## config.mk

```make
export PLATFORM = sky130hd
export DESIGN_NAME = vga_timing_generator
export DESIGN_NICKNAME = d
export VERILOG_FILES = /design/src/rtl/vga_timing_pkg.sv /design/src/rtl/vga_axis_counter.sv /design/src/rtl/vga_timing_generator.sv
export SDC_FILE = /design/constraint.sdc
export NUM_CORES = 1
export LEC_CHECK = 0
export BUFFER_PORTS_ARGS = -buffer_cell sky130_fd_sc_hd__buf_4
export CAP_MARGIN = 10
export CORE_MARGIN = 4
export CORE_UTILIZATION = 45
export CTS_BUF_LIST = sky130_fd_sc_hd__clkbuf_4 sky130_fd_sc_hd__clkbuf_8
export CTS_CLUSTER_DIAMETER = 100
export DETAILED_ROUTE_END_ITERATION = 10
export PLACE_DENSITY = 0.75
export SLEW_MARGIN = 20
export SYNTH_ARGS = -nofsm -noshare
export SYNTH_HDL_FRONTEND = slang
export SYNTH_SLANG_ARGS = --single-unit
export TNS_END_PERCENT = 5
```

## constraint.sdc

```tcl
create_clock -name pixel_clock -period 5.3 [get_ports pixel_clock]
set_input_delay 0.795 -clock pixel_clock [delete_from_list [all_inputs] [get_ports pixel_clock]]
set_output_delay 0.795 -clock pixel_clock [all_outputs]
set_load 0.005 [all_outputs]
```

## src/rtl/vga_timing_pkg.sv

```systemverilog
// Shared raster timing constants and helpers
// for the VGA timing generator.
package vga_timing_pkg;

  localparam int COUNT_W = 11;
  localparam int MAX_TOTAL = 2048;

  localparam int DEF_H_ACTIVE = 640;
  localparam int DEF_H_FRONT = 16;
  localparam int DEF_H_SYNC = 96;
  localparam int DEF_H_BACK = 48;
  localparam int DEF_V_ACTIVE = 480;
  localparam int DEF_V_FRONT = 10;
  localparam int DEF_V_SYNC = 2;
  localparam int DEF_V_BACK = 33;

  function automatic int axis_total(
    input int act,
    input int front,
    input int sync,
    input int back
  );
    return act + front + sync + back;
  endfunction

endpackage

```

## src/rtl/vga_axis_counter.sv

```systemverilog
// One raster axis: wrapping position counter
// plus active / sync region flags.
module vga_axis_counter
  import vga_timing_pkg::*;
#(
  parameter int ACTIVE = DEF_H_ACTIVE,
  parameter int FRONT = DEF_H_FRONT,
  parameter int SYNC = DEF_H_SYNC,
  parameter int BACK = DEF_H_BACK
) (
  input  logic               clk,
  input  logic               rst_n,
  input  logic               advance,
  output logic [COUNT_W-1:0] count,
  output logic               active,
  output logic               in_sync,
  output logic               wrap
);

  localparam int TOTAL = axis_total(ACTIVE, FRONT, SYNC, BACK);
  localparam logic [COUNT_W-1:0] LAST = COUNT_W'(TOTAL - 1);
  localparam logic [COUNT_W-1:0] ACT_END = COUNT_W'(ACTIVE);
  localparam logic [COUNT_W-1:0] SYN_BEG = COUNT_W'(ACTIVE + FRONT);
  localparam logic [COUNT_W-1:0] SYN_END = COUNT_W'(ACTIVE + FRONT + SYNC);

  logic [COUNT_W-1:0] count_q, count_d;

  // Next position: step when advancing, wrap at the last position
  always_comb begin
    count_d = count_q;
    if (advance) begin
      count_d = wrap ? '0 : count_q + 1'b1;
    end
  end

  // Position register
  always_ff @(posedge clk or negedge rst_n) begin
    if (!rst_n) count_q <= '0;
    else        count_q <= count_d;
  end

  assign count   = count_q;
  assign wrap    = (count_q == LAST);
  assign active  = (count_q < ACT_END);
  assign in_sync = (count_q >= SYN_BEG) && (count_q < SYN_END);

endmodule

```

## src/rtl/vga_timing_generator.sv

```systemverilog
// Raster timing: counters, syncs, blanking, frame
// start and one-cycle-early pixel request, all registered.
module vga_timing_generator
  import vga_timing_pkg::*;
#(
  parameter int H_ACTIVE = DEF_H_ACTIVE,
  parameter int H_FRONT = DEF_H_FRONT,
  parameter int H_SYNC = DEF_H_SYNC,
  parameter int H_BACK = DEF_H_BACK,
  parameter int V_ACTIVE = DEF_V_ACTIVE,
  parameter int V_FRONT = DEF_V_FRONT,
  parameter int V_SYNC = DEF_V_SYNC,
  parameter int V_BACK = DEF_V_BACK,
  parameter bit H_POL = 1'b0,
  parameter bit V_POL = 1'b0
) (
  input  logic               pixel_clock,
  input  logic               reset_n,
  input  logic               enable,
  output logic               h_synch,
  output logic               v_synch,
  output logic               comp_synch,
  output logic               blank,
  output logic [COUNT_W-1:0] pixel_count,
  output logic [COUNT_W-1:0] line_count,
  output logic               frame_start,
  output logic               pixel_req
);

  localparam int H_TOTAL = axis_total(H_ACTIVE, H_FRONT, H_SYNC, H_BACK);
  localparam int V_TOTAL = axis_total(V_ACTIVE, V_FRONT, V_SYNC, V_BACK);
  localparam logic [COUNT_W-1:0] H_ACT_END = COUNT_W'(H_ACTIVE);
  localparam logic [COUNT_W-1:0] V_ACT_END = COUNT_W'(V_ACTIVE);

  if (H_TOTAL > MAX_TOTAL || V_TOTAL > MAX_TOTAL) begin : g_bad_total
    $error("vga_timing_generator: H_TOTAL/V_TOTAL exceed 2048");
  end

  logic [COUNT_W-1:0] h_count, v_count;
  logic [COUNT_W-1:0] h_next, v_next;
  logic h_active, h_in_sync, h_wrap;
  logic v_active, v_in_sync, v_wrap;
  logic v_advance;

  // Lines step only on an enabled horizontal wrap
  assign v_advance = h_wrap && enable;

  vga_axis_counter #(
    .ACTIVE(H_ACTIVE), .FRONT(H_FRONT),
    .SYNC(H_SYNC), .BACK(H_BACK)
  ) u_h_axis (
    .clk(pixel_clock), .rst_n(reset_n),
    .advance(enable), .count(h_count),
    .active(h_active), .in_sync(h_in_sync),
    .wrap(h_wrap)
  );

  vga_axis_counter #(
    .ACTIVE(V_ACTIVE), .FRONT(V_FRONT),
    .SYNC(V_SYNC), .BACK(V_BACK)
  ) u_v_axis (
    .clk(pixel_clock), .rst_n(reset_n),
    .advance(v_advance), .count(v_count),
    .active(v_active), .in_sync(v_in_sync),
    .wrap(v_wrap)
  );

  logic h_synch_q, h_synch_d;
  logic v_synch_q, v_synch_d;
  logic comp_synch_q, comp_synch_d;
  logic blank_q, blank_d;
  logic [COUNT_W-1:0] pixel_count_q, pixel_count_d;
  logic [COUNT_W-1:0] line_count_q, line_count_d;
  logic frame_start_q, frame_start_d;
  logic pixel_req_q, pixel_req_d;

  // Output values for the current position; syncs hold while disabled
  always_comb begin
    h_next = h_wrap ? '0 : h_count + 1'b1;
    v_next = v_count;
    if (h_wrap) v_next = v_wrap ? '0 : v_count + 1'b1;
    h_synch_d     = h_synch_q;
    v_synch_d     = v_synch_q;
    comp_synch_d  = comp_synch_q;
    if (enable) begin
      h_synch_d    = h_in_sync ? H_POL : !H_POL;
      v_synch_d    = v_in_sync ? V_POL : !V_POL;
      comp_synch_d = !(h_in_sync || v_in_sync);
    end
    blank_d       = !(h_active && v_active) || !enable;
    pixel_count_d = h_count;
    line_count_d  = v_count;
    frame_start_d = enable && (h_count == '0) && (v_count == '0);
    pixel_req_d   = enable && (h_next < H_ACT_END) &&
                    (v_next < V_ACT_END);
  end

  // Output register stage
  always_ff @(posedge pixel_clock or negedge reset_n) begin
    if (!reset_n) begin
      h_synch_q     <= !H_POL;
      v_synch_q     <= !V_POL;
      comp_synch_q  <= 1'b1;
      blank_q       <= 1'b1;
      pixel_count_q <= '0;
      line_count_q  <= '0;
      frame_start_q <= 1'b0;
      pixel_req_q   <= 1'b0;
    end else begin
      h_synch_q     <= h_synch_d;
      v_synch_q     <= v_synch_d;
      comp_synch_q  <= comp_synch_d;
      blank_q       <= blank_d;
      pixel_count_q <= pixel_count_d;
      line_count_q  <= line_count_d;
      frame_start_q <= frame_start_d;
      pixel_req_q   <= pixel_req_d;
    end
  end

  assign h_synch     = h_synch_q;
  assign v_synch     = v_synch_q;
  assign comp_synch  = comp_synch_q;
  assign blank       = blank_q;
  assign pixel_count = pixel_count_q;
  assign line_count  = line_count_q;
  assign frame_start = frame_start_q;
  assign pixel_req   = pixel_req_q;

endmodule

```

==> impl_results.md <==
* Syn_area_per_cell at 11.1 sq um
* Nets@finish at 233
* Critical Path AT at 2210 ps
* Die area at 6180 sq um
* CTS Buf Count at 5
* Via/cell ratio at 5.21
* Multi-input gate area at 885 sq um
* Storage cell area at 1260 sq um
* CP max stage delay at 450 ps
* CTS sink cnt at 50
* Post-CTS setup repair buffer count at 0
* First-pass GRT wire length at 6910 um
* Core Rows at 25
* Sequential element share of the synthesized area at 56.0%
* Vias in the first global route at 1429
* Worst Clk Skew at 7.24 ps
* Cts hold-fix bufs at 0
* Outcome: completed
* Max Freq at 0.500 GHz
* Post-Syn Area at 2240 sq um
* Sequential share of power at 57.8%
* Reg2Reg Depth at 6
* WL per Instance at 13.4 um
* Max-Cap Viols at 0
* Power Total at 0.807 mW
* Slowest CP cell: dfrtp_1
* Clk buf depth at 2
* Worst IR Drop VDD at 0.130 mV
* Crit path kind: flip-flop to flip-flop
* Dpl ws at 3250 ps
* Cells after Synth at 202
* Fillers at 434
* Period utilization at 37.7%
* Minimum clock period at 2000 ps
* Post-synth top area cell: dfrtp_1
* DRC Markers at 0
* Synth top area share at 51.3%
* Pin count of the biggest net entering global routing at 51
* Ys flop type: dfrtp_1
* Core area at 4790 sq um
* Die width at 78.6 um
* Gp weighted congestion at 0.872
* Dpl cells at 286
* DRT Pass-1 Iters at 4
* RSZ-0062 raised after global routing: no
* Synth top cells by count: 46 x dfrtp_1, 16 x nand2_1, 11 x nor2_1, 10 x o21ai_0
* CP top delay family: simple AND/OR/NAND/NOR gates
* Grt total ovfl at 0
* Sw power at 0.206 mW
* Post-synth ARST share at 100%
* Synth warn at 0
* CTS tree: done
* Slew Limit Fails at 0
* Util after Layout at 54.0%
* WHS Path Cells at 0
* Synth cell types at 50
* IO buf count at 30
* Area grow syn2layout at 15.2%
* Clock share of power at 30.8%
* Io pins at 31
* Power Density at 312 nW/um^2
* Final hold vios at 0
* Setup TNS at 0 ps
* Initial Util at 46.9%
* EDFF count, synth at 0
* Seq cells post-synth at 50
* Via count at 1532
* Sw Ratio at 25.5%
* CTS Root Cell: clkbuf_8
* Critical Path, Cell by Cell: ha_1 -> and4_1 -> and2_2 -> and2_1 -> nand2b_4 -> o31ai_1
* Rel. slew slack at 60.6%
* Int Power at 0.601 mW
* Critical path buffers and inverters at 0
* Hold WC Path Type: flip-flop to flip-flop
* Overall die height at 78.6 um
* CP Launch Type: flip-flop
* WP depth at 6
* Top cells by area, synth: dfrtp_1 51%, dfstp_2 4.7%, xnor2_1 2.7%
* Clock latency on the worst-skew pair at 300 ps
* Initial antenna violation count at 0
* Combinational share of power at 11.4%
* CP Max Fanout at 8
* Final cell count without fillers at 294
* H-tree levels at 2
* Syn nets at 209
* PnR worst setup slack at 3300 ps
* Reg clk slew, reported paths at 90 ps
* Placed wire-length estimate at 2790 um
* # diodes at 0
* WL final at 3950 um
* Leakage at 1.16 nW
* CTS resizes at 0
* Worst-Margin Slew at 592 ps
* GRT Total Usage at 14.4%
* Final setup fails at 0
* Crit. End Element: flip-flop
* DR iter-0 viols at 76
* Remaining antenna violation count at 0
* Most numerous cell in the Yosys netlist: dfrtp_1
* Worst path required time at 5510 ps
* Layout cells sized above 1 at 23.3%
## cell usage in the layout, fill, tap and decap left out, drive strengths merged, types with 4 or more instances in the layout
| cell | count |
|---|---|
| xor2 | 5 |
| dfrtp | 46 |
| xnor2 | 7 |
| nand2 | 17 |
| inv | 7 |
| ha | 4 |
| nor4b | 5 |
| buf | 30 |
| a31oi | 4 |
| clkbuf | 8 |
| nor2 | 11 |
| nand4 | 9 |
| nand3 | 9 |
| nor3 | 5 |
| o21ai | 17 |
| dfstp | 4 |
| and4 | 4 |
## registers in the layout (all words and copies together) (netlist names)
register        count
blank               1
comp_synch          1
frame_start         1
h_synch             1
line_count         11
pixel_count        11
pixel_req           1
u_h_axis.count     11
u_v_axis.count     11
v_synch             1
## power groups by stage
stage	Sequential (mW)	Clock, mW	Combinational [mW]
after detailed placement	0.475	0	0.0946
after CTS	0.467	0.255	0.0950
final	0.466	0.248	0.0920
after global routing	0.475	0.274	0.105
after global placement	0.473	0	0.0919
after floorplan	0.457	0	0.0603
## worst reg2reg max path, delay by kind of cell, from the launching register on
family / cells / cell delay, ps
AO/OA/AOI/OAI: 1 / 220
adder cells (fa/ha/maj): 1 / 260
AND/OR/NAND/NOR: 4 / 980
flip-flops: 1 / 450
## area by class of cell
class,count,share of cell area [%]
inverters,7,1.02
clock buffers,8,4.26
multi-input cells,132,34.2
flip-flops and latches,50,48.6
repair buffers,30,8.71
well taps,67,3.24
## stage by stage
stage               hold WS, ps  area, sq um
detailed placement          446         2480
global placement            444         2480
global route                480         2590
floorplan                   349         2240
CTS                         465         2590
finish                      464         2590
## routing by layer
metal  global-route usage [%]  wire length (um)  vias to the layer above  share of wire, %
met3                     3.90               214                        9               5.4
met2                     21.0              1790                       39                45
met5                        0                 0                        -                 0
met1                     19.7              1850                      718                47
met4                     7.34               105                        0               2.7
li1                         -                 -                      766                 -
## logic make-up after synthesis
| logic type | count (synthesis) | share of synthesized area [%] |
|---|---|---|
| AO/OA/AOI/OAI | 36 | 10.2 |
| XOR/XNOR | 12 | 4.68 |
| adder cells (fa/ha/maj) | 4 | 2.23 |
| buffers and inverters | 20 | 4.63 |
| flip-flops | 50 | 56.0 |
| multiplexers | 2 | 0.948 |
| AND/OR/NAND/NOR | 78 | 21.3 |
## path summary, 6_finish.rpt
kind                                          startpoint                             to  slack, ps
max                        u_h_axis.count[1]$_DFFE_PN0P_  u_v_axis.count[3]$_DFFE_PN0P_       3300
min                        u_v_axis.count[1]$_DFFE_PN0P_        line_count[1]$_DFF_PN0_        460
max reg2reg                u_h_axis.count[1]$_DFFE_PN0P_  u_v_axis.count[3]$_DFFE_PN0P_       3300
min reg2reg                u_v_axis.count[1]$_DFFE_PN0P_        line_count[1]$_DFF_PN0_        460
max in group asynchronous                        reset_n        line_count[8]$_DFF_PN0_       4400
min in group asynchronous                        reset_n        line_count[2]$_DFF_PN0_        490
Note: power is estimated with default switching activity, not from simulation.
